`config.mk`:
```
export PLATFORM = sky130hd
export DESIGN_NAME = dma_ahb_wr_flat
export DESIGN_NICKNAME = d
export VERILOG_FILES = /design/src/rtl/dma_ahb_wr_if.sv /design/src/rtl/dma_ahb_wr.sv /design/src/flat_wrapper.sv
export SDC_FILE = /design/constraint.sdc
export NUM_CORES = 1
export LEC_CHECK = 0
export CAP_MARGIN = 20
export CORE_MARGIN = 2
export CORE_UTILIZATION = 47
export CTS_BUF_LIST = sky130_fd_sc_hd__clkbuf_8
export CTS_CLUSTER_DIAMETER = 80
export DETAILED_ROUTE_END_ITERATION = 8
export GPL_TIMING_DRIVEN = 0
export HOLD_SLACK_MARGIN = 0.03
export MAX_ROUTING_LAYER = met4
export PLACE_DENSITY = 0.8
export SYNTH_ARGS = -nofsm -noshare
export SYNTH_HDL_FRONTEND = slang
export SYNTH_SLANG_ARGS = --single-unit
```
`constraint.sdc`:
```
create_clock -name clk -period 2.3 [get_ports clk]
set_clock_uncertainty 0.2 [all_clocks]
set_input_delay 0.23 -clock clk [delete_from_list [all_inputs] [get_ports clk]]
set_output_delay 0.23 -clock clk [all_outputs]
set_load 0.005 [all_outputs]
```
`src/rtl/dma_ahb_wr_if.sv`:
```
// AHB-Lite bus bundle for the DMA write engine.
// The master drives the address/data phase signals; the slave returns HREADY/HRESP.
interface dma_ahb_wr_if #(
    parameter int DATA_WIDTH = 32
);
    logic [31:0]           HADDR;
    logic [1:0]            HTRANS;
    logic                  HWRITE;
    logic [2:0]            HSIZE;
    logic [2:0]            HBURST;
    logic [3:0]            HPROT;
    logic [DATA_WIDTH-1:0] HWDATA;
    logic                  HREADY;
    logic                  HRESP;

    modport master (
        output HADDR, HTRANS, HWRITE, HSIZE, HBURST, HPROT, HWDATA,
        input  HREADY, HRESP
    );

    modport slave (
        input  HADDR, HTRANS, HWRITE, HSIZE, HBURST, HPROT, HWDATA,
        output HREADY, HRESP
    );
endinterface

```
`src/rtl/dma_ahb_wr.sv`:
```
// DMA channel AHB-Lite write engine.
// Pops words from the channel FIFO and writes them as pipelined SINGLE/NONSEQ
// transfers, then pulses done on success or error on an ERROR response.
module dma_ahb_wr #(
    parameter int DATA_WIDTH = 32,
    parameter int CNT_WIDTH  = 16
) (
    input  logic                  clk,
    input  logic                  resetn,
    input  logic                  start,
    input  logic [31:0]           dst_addr,
    input  logic [CNT_WIDTH-1:0]  xfer_cnt,
    input  logic [1:0]            dst_size,
    input  logic                  dst_incr,
    output logic                  busy,
    output logic                  done,
    output logic                  error,
    input  logic                  fifo_empty,
    input  logic [DATA_WIDTH-1:0] fifo_rdata,
    output logic                  fifo_rd,
    dma_ahb_wr_if.master          ahb
);

    typedef enum logic [1:0] {
        IDLE,
        RUN,
        ERR
    } state_t;

    state_t                state;
    state_t                next_state;

    logic [31:0]           addr;
    logic [CNT_WIDTH-1:0]  left;
    logic [1:0]            size;
    logic                  incr;
    logic [31:0]           step;

    logic                  nonseq;
    logic [31:0]           haddr_q;
    logic [DATA_WIDTH-1:0] pend_data;
    logic [DATA_WIDTH-1:0] hwdata_q;
    logic                  dphase;

    logic                  launch;
    logic                  issue;
    logic                  cancel;
    logic                  done_set;
    logic                  error_set;

    // Fixed bus attributes plus the registered address/data phase outputs.
    assign ahb.HWRITE = 1'b1;
    assign ahb.HBURST = 3'b000;
    assign ahb.HPROT  = 4'b0011;
    assign ahb.HSIZE  = {1'b0, size};
    assign ahb.HTRANS = nonseq ? 2'b10 : 2'b00;
    assign ahb.HADDR  = haddr_q;
    assign ahb.HWDATA = hwdata_q;

    assign busy    = (state != IDLE);
    assign fifo_rd = issue & ahb.HREADY;
    assign step    = incr ? (32'd1 << size) : 32'd0;

    // State register; reset abandons any in-flight transfer.
    always_ff @(posedge clk or negedge resetn) begin
        if (!resetn) begin
            state <= IDLE;
        end else begin
            state <= next_state;
        end
    end

    // Next-state logic together with the issue, cancel and completion decisions.
    always_comb begin
        next_state = state;
        launch     = 1'b0;
        issue      = 1'b0;
        cancel     = 1'b0;
        done_set   = 1'b0;
        error_set  = 1'b0;
        case (state)
            IDLE: begin
                if (start) begin
                    launch     = 1'b1;
                    next_state = RUN;
                end
            end
            RUN: begin
                issue = (left != '0) & ~fifo_empty;
                if (dphase && !ahb.HREADY && ahb.HRESP) begin
                    cancel     = 1'b1;
                    next_state = ERR;
                end else if ((left == '0) && !nonseq &&
                             (!dphase || (ahb.HREADY && !ahb.HRESP))) begin
                    done_set   = 1'b1;
                    next_state = IDLE;
                end
            end
            ERR: begin
                if (ahb.HREADY) begin
                    error_set  = 1'b1;
                    next_state = IDLE;
                end
            end
            default: begin
                next_state = IDLE;
            end
        endcase
    end

    // One-cycle completion pulses, registered so they coincide with busy falling.
    always_ff @(posedge clk or negedge resetn) begin
        if (!resetn) begin
            done  <= 1'b0;
            error <= 1'b0;
        end else begin
            done  <= done_set;
            error <= error_set;
        end
    end

    // Transfer parameters latched on start; size 3 behaves as a word.
    always_ff @(posedge clk or negedge resetn) begin
        if (!resetn) begin
            size <= 2'd0;
            incr <= 1'b0;
        end else if (launch) begin
            size <= (dst_size == 2'd3) ? 2'd2 : dst_size;
            incr <= dst_incr;
        end
    end

    // Address phase: advances only on accepted edges, except for the error cancel.
    always_ff @(posedge clk or negedge resetn) begin
        if (!resetn) begin
            addr      <= 32'd0;
            left      <= '0;
            nonseq    <= 1'b0;
            haddr_q   <= 32'd0;
            pend_data <= '0;
        end else if (launch) begin
            addr   <= dst_addr;
            left   <= xfer_cnt;
            if (ahb.HREADY) begin
                nonseq <= 1'b0;
            end
        end else if (cancel) begin
            nonseq <= 1'b0;
        end else if (ahb.HREADY) begin
            if (issue) begin
                nonseq    <= 1'b1;
                haddr_q   <= addr;
                pend_data <= fifo_rdata;
                addr      <= addr + step;
                left      <= left - CNT_WIDTH'(1);
            end else begin
                nonseq <= 1'b0;
            end
        end
    end

    // Data phase: the word captured with an address moves to HWDATA when that address is accepted.
    always_ff @(posedge clk or negedge resetn) begin
        if (!resetn) begin
            hwdata_q <= '0;
            dphase   <= 1'b0;
        end else if (ahb.HREADY) begin
            if (nonseq) begin
                hwdata_q <= pend_data;
                dphase   <= 1'b1;
            end else begin
                dphase   <= 1'b0;
            end
        end
    end

endmodule

```
`src/flat_wrapper.sv`:
```
// flat-port wrapper written by rule: the top's interface ports become plain ports
module dma_ahb_wr_flat 
#(
    parameter int DATA_WIDTH = 32,
    parameter int CNT_WIDTH  = 16
)
  (clk, resetn, start, dst_addr, xfer_cnt, dst_size, dst_incr, busy, done, error, fifo_empty, fifo_rdata, fifo_rd, ahb_HADDR, ahb_HTRANS, ahb_HWRITE, ahb_HSIZE, ahb_HBURST, ahb_HPROT, ahb_HWDATA, ahb_HREADY, ahb_HRESP);
  dma_ahb_wr_if #(.DATA_WIDTH(DATA_WIDTH)) ahb_i ();
  input  logic clk;
  input  logic resetn;
  input  logic start;
  input  logic [31:0] dst_addr;
  input  logic [CNT_WIDTH-1:0] xfer_cnt;
  input  logic [1:0] dst_size;
  input  logic dst_incr;
  output logic busy;
  output logic done;
  output logic error;
  input  logic fifo_empty;
  input  logic [DATA_WIDTH-1:0] fifo_rdata;
  output logic fifo_rd;
  output wire logic [$bits(ahb_i.HADDR)-1:0] ahb_HADDR;
  output wire logic [$bits(ahb_i.HTRANS)-1:0] ahb_HTRANS;
  output wire logic [$bits(ahb_i.HWRITE)-1:0] ahb_HWRITE;
  output wire logic [$bits(ahb_i.HSIZE)-1:0] ahb_HSIZE;
  output wire logic [$bits(ahb_i.HBURST)-1:0] ahb_HBURST;
  output wire logic [$bits(ahb_i.HPROT)-1:0] ahb_HPROT;
  output wire logic [$bits(ahb_i.HWDATA)-1:0] ahb_HWDATA;
  input wire logic [$bits(ahb_i.HREADY)-1:0] ahb_HREADY;
  input wire logic [$bits(ahb_i.HRESP)-1:0] ahb_HRESP;
  assign ahb_HADDR = ahb_i.HADDR;
  assign ahb_HTRANS = ahb_i.HTRANS;
  assign ahb_HWRITE = ahb_i.HWRITE;
  assign ahb_HSIZE = ahb_i.HSIZE;
  assign ahb_HBURST = ahb_i.HBURST;
  assign ahb_HPROT = ahb_i.HPROT;
  assign ahb_HWDATA = ahb_i.HWDATA;
  assign ahb_i.HREADY = ahb_HREADY;
  assign ahb_i.HRESP = ahb_HRESP;
  dma_ahb_wr #(.DATA_WIDTH(DATA_WIDTH), .CNT_WIDTH(CNT_WIDTH)) u_core (.clk(clk), .resetn(resetn), .start(start), .dst_addr(dst_addr), .xfer_cnt(xfer_cnt), .dst_size(dst_size), .dst_incr(dst_incr), .busy(busy), .done(done), .error(error), .fifo_empty(fifo_empty), .fifo_rdata(fifo_rdata), .fifo_rd(fifo_rd), .ahb(ahb_i));
endmodule
```
==> summary by stage <==
Global routing
The first-pass GRT wire length is roughly 30000 um. The total routing usage reported by global routing is 0.246. Entering global routing, the biggest net connects 79 pins. The via count of the first global-routing pass is 6130. Summed over all layers, the global routing overflow is 0.

The initial antenna violation count is 0.

Drt
The average vias per placed instance is between 5 and 6. For this run, design rule violations remaining after detail routing come to 0. In the final routed layout, each cell accounts on average for about 17 um. After the first detailed-routing iteration, the DRC count stood at approximately 450. The total via count after detailed routing is between 6000 and 7000.

The detailed-route wire length is slightly below 20000 um. The first TritonRoute pass finished after 5 iterations. The number of nets with antenna violations after detailed routing is 0.

Floorplanning
Measured along the x axis, the die boundary spans roughly 130 um. The number of placement rows is 45. The core region is between 15000 and 20000 um2.

The chip height is around 130 um. The floorplan step defined a die boundary enclosing approximately 16000 um2. The I/O pin total is 170.

The effective utilization at floorplan is 0.477.

Timing
Setup violations remaining at the end of the flow were counted as 29. The count of final hold-check violations came to 0. Setup repair after global routing could not meet its margin everywhere. The time the final worst path needs with I/O delays and setup is between 2000 and 3000 ps. The number of max-slew violations in the final report came to 0. Measured against its own limit, the worst slew margin works out to 0.423. The share of the clock period used by the worst path is 1.15. For this run, the top clock speed supported by timing is between 300 and 400 MHz.

The worst path setup slack after routing is -336 ps. For the pin with the worst max-slew slack, the measured transition is between 800 and 900 ps.

Placement
The number of I/O port buffers is ~160. At the end of routability-driven placement, the weighted congestion stood at about 0.90. The detailed placement HPWL is about 13000 um. The number of placed instances with taps included is roughly 1100.

Power and ir drop
The total design power is roughly 12 mW. For this design the static power due to leakage is 4.52 nW. The power density relative to cell area is approximately 1200 nW/um2. The largest vdd supply drop is 0.612 mV.

Logic synthesis
In the synthesized netlist the dominant register cell turns out to be sky130_fd_sc_hd__dfrtp_1. Counting flops with a built-in enable in the synthesized netlist gives 0. The cell count after synthesis came out at ~750.

After synthesis the netlist holds a flip-flop and latch count of about 150. A synthesized cell averages 9.50 um2. The netlist uses between 50 and 60 different library cells. The synthesis warning total is 0. Summing every instance area after synthesis gives 7170 um2.

The share of the Yosys chip area taken by registers is 0.534. The share of flip-flops with an asynchronous set or reset after synthesis is 1.00.

Final layout
The final instance count without filler cells is roughly 1200. The library cells used most frequently in the layout, excluding fill and tap cells, are sky130_fd_sc_hd__nand2_1 (253), sky130_fd_sc_hd__clkdlybuf4s50_1 (156), sky130_fd_sc_hd__dfrtp_1 (150). The signed area change from the synthesized netlist to the final layout is 41.6%. The antenna diode instance count is 0. The library cell used most frequently in the layout, excluding fill and tap cells, is sky130_fd_sc_hd__nand2_1. The post-layout net count is 1070. The share of layout cells above drive strength 1 is 0.184.

Setup path
For the worst setup path, the data arrival time is approximately 2800 ps. The type of element capturing the critical path is a flop. The category of the critical setup timing path is reg2reg.

The nature of the critical path startpoint is a flop. The maximum fanout count along the critical path is 4. The data required time at the worst endpoint is approximately 2500 ps.

CTS
After clock tree synthesis, the clock-pin slew on the worst setup and hold paths is 80 ps. The total clock buffers created by CTS is 17. The clock root buffer is sky130_fd_sc_hd__clkbuf_8. The clock tree from TritonCTS is yes. The maximum level of the CTS H-tree is 4. The clock passes through at most 2 buffers. Counting every sink on the clock net gives roughly 150. The source-to-sink clock delay at the later pin of the worst-skew pair is 460 ps.

Run status
The final reports fail on setup timing. The flow ran to the end, but the final reports show violations.

Min path
In this run the worst hold path is classified as in2reg.

Run
The tool flagged a number of max-cap violations equal to 0.
[sequential cells by signal, summed over array words and instances (netlist names)]
register	cells
u_core.addr	32
u_core.state	2
u_core.dphase	1
u_core.incr	1
u_core.left	16
u_core.pend_data	32
u_core.size	2
u_core.ahb.HWDATA	32
u_core.error	1
u_core.nonseq	1
u_core.done	1
u_core.ahb.HADDR	32
[cell families (layout without fill, tap and decap cells)]
logic type	count (synthesis)	after routing	synth area share
buffers and inverters	57	282	0.0386
AOI/OAI and AO/OA	65	65	0.0520
muxes	39	39	0.0602
xor gates and xnor gates	31	31	0.0379
adders and majority gates	7	7	0.0133
and+or+nand+nor	400	400	0.263
other	2	10	0.00105
DFF	153	153	0.534
[routing by layer]
metal,global-route usage,vias to the layer above,wire length (um)
li1,-,2957,-
met4,0.0879,0,393
met5,-,-,0
met3,0.0444,34,1290
met2,0.387,253,9470
met1,0.324,3036,8510
[worst max-delay path, cell delays in order (launching register included)]
cell	delay (ps)
sky130_fd_sc_hd__dfrtp_2	460
sky130_fd_sc_hd__nor3b_2	170
sky130_fd_sc_hd__ha_2	210
sky130_fd_sc_hd__fa_2	210
sky130_fd_sc_hd__a21o_1	180
sky130_fd_sc_hd__a21oi_4	80
sky130_fd_sc_hd__or3_1	390
sky130_fd_sc_hd__or4_1	480
sky130_fd_sc_hd__a31oi_1	170
[timing repair]
item / in CTS / in global routing
buffers inserted: 19 / 16
pin swaps: 21 / 32
hold buffers: 2 / 0
hold endpoints to repair: 80 / 0
setup endpoints to repair: 116 / 50
resized for setup: 52 / 48
[Yosys cell counts, types with 13 or more instances]
cell type | number | area share
sky130_fd_sc_hd__clkbuf_1 | 18 | 0.0094
sky130_fd_sc_hd__dfrtp_1 | 153 | 0.53
sky130_fd_sc_hd__xor2_1 | 13 | 0.016
sky130_fd_sc_hd__mux2_2 | 33 | 0.052
sky130_fd_sc_hd__nand2_1 | 256 | 0.13
sky130_fd_sc_hd__xnor2_1 | 18 | 0.022
sky130_fd_sc_hd__buf_2 | 13 | 0.0091
sky130_fd_sc_hd__nand3_1 | 33 | 0.023
sky130_fd_sc_hd__o21ai_0 | 27 | 0.019
sky130_fd_sc_hd__nor4_1 | 15 | 0.013
sky130_fd_sc_hd__a21oi_1 | 17 | 0.012
sky130_fd_sc_hd__nor2_1 | 20 | 0.010
[final cells by class]
type	instances	area (um2)
fillers	1147	4890
well taps	188	235
multi-input cells	552	3470
inverters	8	32.5
clock inverters	13	128
flip-flops and latches	153	3830
repair buffers	193	1900
clock buffers	19	262
plain buffers	49	284
[through the flow]
| stage | area [um2] | utilization | worst slack [ps] | TNS, ps | hold WS (ps) |
|---|---|---|---|---|---|
| global route | 10100 | 0.675 | -419 | -5910 | 86.0 |
| finish | 10100 | 0.675 | -336 | -3600 | 95.5 |
| global placement | 9030 | 0.600 | -5310 | -842150 | 254 |
| CTS | 9830 | 0.654 | -274 | -986 | 77.3 |
| floorplan | 7210 | - | -191 | -728 | -266 |
| detailed placement | 9060 | 0.602 | -741 | -33360 | 109 |
[path summary, 6_finish.rpt]
kind,startpoint,slack (ps),cells after the start,to
max,u_core.size[1]$_DFFE_PN0P_,-340,8,u_core.addr[18]$_DFFE_PN0P_
min,fifo_rdata[29],100,3,u_core.pend_data[29]$_DFFE_PN0P_
max reg2reg,u_core.size[1]$_DFFE_PN0P_,-340,8,u_core.addr[18]$_DFFE_PN0P_
min reg2reg,u_core.pend_data[7]$_DFFE_PN0P_,280,2,u_core.pend_data[7]$_DFFE_PN0P_
max in group asynchronous,resetn,920,3,u_core.ahb.HWDATA[10]$_DFFE_PN0P_
min in group asynchronous,resetn,160,2,u_core.ahb.HWDATA[23]$_DFFE_PN0P_
[power by group]
part | switching [mW] | internal, mW | total (mW)
clock | 1.02 | 1.01 | 2.03
combinational | 2.37 | 2.79 | 5.15
sequential | 1.05 | 3.94 | 4.99
Power figures use the tool's default switching activity.
